--- src/rtl/jk_drive_pkg.sv ---
// Shared types and helpers for the JK flip-flop bank drive sequencer.
// Holds the FSM state encoding, command opcodes and per-bit JK excitation.
package jk_drive_pkg;

  typedef enum logic [2:0] {
    ST_IDLE  = 3'd0,
    ST_CALC  = 3'd1,
    ST_DRIVE = 3'd2,
    ST_CHECK = 3'd3,
    ST_DONE  = 3'd4
  } state_t;

  typedef enum logic [1:0] {
    OP_LOAD       = 2'b00,
    OP_COUNT_UP   = 2'b01,
    OP_COUNT_DOWN = 2'b10,
    OP_COMPLEMENT = 2'b11
  } op_t;

  localparam logic [7:0] STEPS_LOAD = 8'd1;

  // Minimal excitation: only pulse J or K when the bit actually has to move,
  // so an unchanged bit sees J=K=0 (hold) and never toggles by accident.
  function automatic logic [1:0] jk_excite_bit(input logic q, input logic target);
    logic [1:0] w_jk;
    unique case ({q, target})
      2'b00:   w_jk = 2'b00;
      2'b01:   w_jk = 2'b10;
      2'b10:   w_jk = 2'b01;
      default: w_jk = 2'b00;
    endcase
    return w_jk;
  endfunction

endpackage

--- src/rtl/jk_drive_seq_excite.sv ---
// Combinational WIDTH-bit JK excitation: current Q and target in, J/K out.
module jk_excite
  import jk_drive_pkg::*;
#(
  parameter int WIDTH = 4
) (
  input  logic [WIDTH-1:0] i_q,
  input  logic [WIDTH-1:0] i_target,
  output logic [WIDTH-1:0] o_j,
  output logic [WIDTH-1:0] o_k
);

  for (genvar b = 0; b < WIDTH; b++) begin : g_bit
    assign {o_j[b], o_k[b]} = jk_excite_bit(i_q[b], i_target[b]);
  end

endmodule

--- src/rtl/jk_drive_seq.sv ---
// Command sequencer that steps an external JK flip-flop bank toward a target
// value one step at a time, verifying the bank's Q feedback after every drive.
module jk_drive_seq
  import jk_drive_pkg::*;
#(
  parameter int WIDTH = 4
) (
  input  logic             Clock,
  input  logic             reset,
  input  logic             cmd_valid,
  output logic             cmd_ready,
  input  logic [1:0]       cmd_op,
  input  logic [WIDTH-1:0] cmd_data,
  input  logic [7:0]       cmd_steps,
  input  logic [WIDTH-1:0] q_fb,
  output logic [WIDTH-1:0] j,
  output logic [WIDTH-1:0] k,
  output logic             busy,
  output logic             done,
  output logic             err
);

  state_t           r_state;
  op_t              r_op;
  logic [WIDTH-1:0] r_data;
  logic [7:0]       r_steps;
  logic [WIDTH-1:0] r_expected;
  logic [WIDTH-1:0] r_j;
  logic [WIDTH-1:0] r_k;
  logic             r_err;

  state_t           w_state_nxt;
  op_t              w_op_nxt;
  logic [WIDTH-1:0] w_data_nxt;
  logic [7:0]       w_steps_nxt;
  logic [7:0]       w_steps_dec;
  logic [WIDTH-1:0] w_expected_nxt;
  logic [WIDTH-1:0] w_j_nxt;
  logic [WIDTH-1:0] w_k_nxt;
  logic             w_err_nxt;

  logic [WIDTH-1:0] w_target;
  logic [WIDTH-1:0] w_j_calc;
  logic [WIDTH-1:0] w_k_calc;

  // Target is always derived from live feedback, so multi-step counts track
  // what the bank really holds rather than an internal shadow copy.
  always_comb begin
    w_target = r_data;
    unique case (r_op)
      OP_LOAD:       w_target = r_data;
      OP_COUNT_UP:   w_target = q_fb + WIDTH'(1);
      OP_COUNT_DOWN: w_target = q_fb - WIDTH'(1);
      OP_COMPLEMENT: w_target = ~q_fb;
      default:       w_target = r_data;
    endcase
  end

  jk_excite #(
    .WIDTH (WIDTH)
  ) u_excite (
    .i_q      (q_fb),
    .i_target (w_target),
    .o_j      (w_j_calc),
    .o_k      (w_k_calc)
  );

  assign w_steps_dec = r_steps - 8'd1;

  always_comb begin
    w_state_nxt    = r_state;
    w_op_nxt       = r_op;
    w_data_nxt     = r_data;
    w_steps_nxt    = r_steps;
    w_expected_nxt = r_expected;
    w_j_nxt        = '0;
    w_k_nxt        = '0;
    w_err_nxt      = r_err;

    unique case (r_state)
      ST_IDLE: begin
        if (cmd_valid) begin
          w_op_nxt    = op_t'(cmd_op);
          w_data_nxt  = cmd_data;
          w_steps_nxt = (op_t'(cmd_op) == OP_LOAD) ? STEPS_LOAD : cmd_steps;
          w_err_nxt   = 1'b0;
          w_state_nxt = ST_CALC;
        end
      end

      ST_CALC: begin
        // Zero remaining steps only happens for a zero-step non-LOAD command.
        if (r_steps == 8'd0) begin
          w_state_nxt = ST_DONE;
        end else begin
          w_expected_nxt = w_target;
          w_j_nxt        = w_j_calc;
          w_k_nxt        = w_k_calc;
          w_state_nxt    = ST_DRIVE;
        end
      end

      ST_DRIVE: begin
        w_state_nxt = ST_CHECK;
      end

      ST_CHECK: begin
        if (q_fb != r_expected) begin
          w_err_nxt   = 1'b1;
          w_steps_nxt = 8'd0;
          w_state_nxt = ST_DONE;
        end else begin
          w_steps_nxt = w_steps_dec;
          w_state_nxt = (w_steps_dec != 8'd0) ? ST_CALC : ST_DONE;
        end
      end

      ST_DONE: begin
        w_state_nxt = ST_IDLE;
      end

      default: begin
        w_state_nxt = ST_IDLE;
      end
    endcase
  end

  // Command payload registers carry no reset; they are only consulted after
  // an accept has reloaded them.
  always_ff @(posedge Clock) begin
    if (!reset) begin
      r_state <= ST_IDLE;
      r_steps <= 8'd0;
      r_j     <= '0;
      r_k     <= '0;
      r_err   <= 1'b0;
    end else begin
      r_state    <= w_state_nxt;
      r_op       <= w_op_nxt;
      r_data     <= w_data_nxt;
      r_steps    <= w_steps_nxt;
      r_expected <= w_expected_nxt;
      r_j        <= w_j_nxt;
      r_k        <= w_k_nxt;
      r_err      <= w_err_nxt;
    end
  end

  assign cmd_ready = (r_state == ST_IDLE);
  assign busy      = (r_state != ST_IDLE);
  assign done      = (r_state == ST_DONE);
  assign j         = r_j;
  assign k         = r_k;
  assign err       = r_err;

endmodule

--- config.mk ---
export PLATFORM = sky130hd
export DESIGN_NAME = jk_drive_seq
export DESIGN_NICKNAME = d
export VERILOG_FILES = /design/src/rtl/jk_drive_pkg.sv /design/src/rtl/jk_drive_seq_excite.sv /design/src/rtl/jk_drive_seq.sv
export SDC_FILE = /design/constraint.sdc
export NUM_CORES = 1
export LEC_CHECK = 0
export CORE_ASPECT_RATIO = 0.9
export CORE_UTILIZATION = 51
export DETAILED_ROUTE_END_ITERATION = 16
export GPL_TIMING_DRIVEN = 0
export PLACE_DENSITY = 0.9
export SKIP_CTS_REPAIR_TIMING = 1
export SLEW_MARGIN = 20
export SYNTH_ARGS = -nofsm -noshare
export SYNTH_HDL_FRONTEND = slang
export SYNTH_SLANG_ARGS = --single-unit
--- constraint.sdc ---
create_clock -name Clock -period 2.8 [get_ports Clock]
set_clock_uncertainty 0.2 [all_clocks]
set_input_delay 0.84 -clock Clock [delete_from_list [all_inputs] [get_ports Clock]]
set_output_delay 0.84 -clock Clock [all_outputs]
set_load 0.005 [all_outputs]
==> metrics.md <==
| Metric | Value |
|---|---|
| GR Overflow Total | `0` |
| Initial Utilization | `53.2%` |
| H-tree depth | `2` |
| Initial antenna violation count | `0` |
| Reg-to-Reg Start | `r_op[0]` |
| Layout area overhead | `30.7%` |
| Worst Setup Start Kind | `register` |
| Die ar. | `3400 sq um` |
| All-Layer GR Usage | `22.8%` |
| HP Class | `register to register` |
| Port Buffers | `32` |
| Worst path required time | `1.76 ns` |
| Hold wc startpoint | `err` |
| Final min period | `2.66 ns` |
| RSZ-0062 raised after global routing | `false` |
| Reg2reg path depth | `8` |
| Ys flop type | `dfxtp_1` |
| Combinational fraction of design power | `32.0%` |
| Cts bufs inserted | `5` |
| TritonRoute pass-1 iters | `4` |
| Dpl cells | `242` |
| # diodes | `0` |
| Static Leak | `0.867 nW` |
| Post-synth ARST share | `0%` |
| Core Box Area | `3040 sq um` |
| Sequential fraction of the synthesis area | `43.3%` |
| Min-Delay Endpoint | `err` |
| VDD IR max | `453 uV` |
| Worst hold stages | `2` |
| Max-slew violations | `0` |
| Syn Nets | `197` |
| Drt drc | `0` |
| Worst relative slew slack | `59.3%` |
| Synthesized flop and latch total | `30` |
| Max Clk Rate | `376 MHz` |
| Yosys top cell by area | `dfxtp_1` |
| Worst-margin pin slew | `0.605 ns` |
| Root Driver | `clkbuf_4` |
| Post-DRT Antenna Nets | `0` |
| Crit Reg-Reg Endpoint | `r_expected[3]` |
| Number of clock sinks | `30` |
| Top cells by count, synth | `20 x dfxtp_1, 14 x nor2_1, 13 x inv_1` |
| Site row count | `19` |
| Element type at the critical path end | `primary output` |
| Total number of vias | `1436` |
| Yosys warns | `0` |
| Finish-stage setup viols | `0` |
| Mapped Cells | `168` |
| Clock power frac | `31.0%` |
| First-pass GRT wire length | `5700 um` |
| Internal power | `1.03 mW` |
| Worst-path clk slew | `0.10 ns` |
| Status | `complete, no violations` |
| I/O Pins | `33` |
| PwrDens | `698 nW/um^2` |
| Avg Inst Size Synth | `9.64 sq um` |
| Fin cells | `250` |
| FF-to-FF setup slack | `0.47 ns` |
| Syn Std Cell Area | `1620 sq um` |
| Total wire length | `3430 um` |
| Sw Share | `30.2%` |
| Clock Latency Late Sink | `0.33 ns` |
| Post-DP Area | `1990 sq um` |
| Vias per inst | `5.74` |
| Hold_ws | `0.297 ns` |
| Net switching power figure | `445 uW` |
| Tot Pwr | `1.48 mW` |
| Clock Path Buffers | `2` |
| Die Y-Extent | `55.5 um` |
| CTS tree | `built` |
| Critical path peak fanout | `8` |
| EDFF count, synth | `10` |
| Detailed Route Iter0 Violations | `80` |
| Design Area, Final | `2120 sq um` |
| Worst Setup Path Type | `register to primary output` |
| Seq pwr share | `37.0%` |
| FILL cells | `251` |
| Largest net degree at the start of global routing | `11` |
| Yosys top cell area share | `24.7%` |
| DR WL/cell | `13.7 um` |
| GPL Wtd Cong | `0.906` |
| Max Cap Violations | `0` |
| Cell variety after synth | `50` |
| Final critical-path share of the clock period | `95.0%` |
| Vias in the first global route | `1311` |
| Final Hold Vio Count | `0` |
| Nets | `236` |
| Top post-synthesis cells by area | `dfxtp_1 25%, edfxtp_1 19%, ha_1 5.4%` |
| Most numerous cell in the Yosys netlist | `dfxtp_1` |
| Die X | `61.4 um` |
| Worst path arrival time | `1.62 ns` |
| Hpwl dp | `2510 um` |
| Share of cells above drive strength 1 | `10.1%` |
[layout make-up]
class                           count  area (sq um)  share of cell area (%)
Multi-Input combinational cell    118           825                    39.0
Sequential cell                    30           701                    33.1
Timing Repair Buffer               32           328                    15.5
Clock inverter                      2          60.1                    2.84
Inverter                           14          55.1                    2.60
Tap cell                           42          52.6                    2.48
Clock buffer                        6          51.3                    2.42
Buffer                              6          43.8                    2.07
[critical path: stages (launching register included)]
cell and delay [ns]:
dfxtp_1 0.32, buf_6 0.13, or3_4 0.39, clkdlybuf4s50_1 0.45
[how the worst max path moves through the flow]
stage / start / end / slack, ns / depth (start not counted)
2_1_floorplan: q_fb[0] / r_expected[2] / 0.49 / 5
3_3_place_gp: q_fb[1] / r_expected[3] / -0.18 / 7
3_5_place_dp: q_fb[1] / r_expected[3] / -0.20 / 7
4_1_cts: r_state[0] / cmd_ready / -0.03 / 4
5_1_grt: r_state[0] / busy / 0.10 / 3
6_report: r_state[0] / busy / 0.14 / 3
[state kept, by name, summed over array words and instances (netlist names)]
register and flops:
err 1, j 4, k 4, r_data 4, r_expected 4, r_op 2, r_state 3, r_steps 8
[per-stage QoR]
stage / setup TNS [ns] / setup WS (ns) / util (%)
6_report: 0 / 0.140 / 69.5
5_1_grt: 0 / 0.100 / 69.5
4_1_cts: -0.0339 / -0.0339 / 69.1
3_5_place_dp: -1.34 / -0.204 / 65.5
3_3_place_gp: -1.07 / -0.180 / 65.5
2_1_floorplan: 0 / 0.485 / -
[cell families after synthesis]
group,count (synthesis),synth area share (%)
buffers and inverters,20,6.11
flip-flops,30,43.3
AND/OR/NAND/NOR,58,20.0
XOR/XNOR,7,3.79
multiplexers,1,0.618
adder cells (fa/ha/maj),8,6.65
AO/OA/AOI/OAI,44,19.6
[power by group through the flow]
stage | sequential (mW) | combinational [mW] | clock, mW
2_1_floorplan | 0.546 | 0.319 | 0
3_3_place_gp | 0.553 | 0.447 | 0
5_1_grt | 0.551 | 0.522 | 0.481
4_1_cts | 0.545 | 0.464 | 0.463
6_report | 0.547 | 0.472 | 0.458
3_5_place_dp | 0.555 | 0.457 | 0
[layer usage]
| metal | global-route usage, % | vias to the layer above | part of all wire, % |
|---|---|---|---|
| met2 | 30.4 | 78 | 45 |
| met5 | 0 | - | 0 |
| met1 | 33.0 | 658 | 43 |
| li1 | - | 693 | - |
| met3 | 8.20 | 7 | 10 |
| met4 | 9.84 | 0 | 1.7 |
[layout by cell type, fill, tap and decap left out, types with 3 or more instances in the layout]
master / synthesis / layout
o21ai_0: 9 / 9
nand3b_1: 3 / 3
a21oi_1: 5 / 5
and3_1: 4 / 4
ha_1: 7 / 7
nor2_1: 14 / 14
edfxtp_1: 10 / 10
dlymetal6s2s_1: 0 / 3
a22oi_1: 3 / 3
a32o_1: 6 / 6
clkbuf_4: 0 / 5
xor2_1: 6 / 6
clkdlybuf4s50_1: 0 / 29
nand2_1: 12 / 12
nor3_1: 11 / 11
o22ai_1: 3 / 3
inv_1: 13 / 12
dfxtp_1: 20 / 20
No activity file was read; power rests on OpenSTA's default activity.
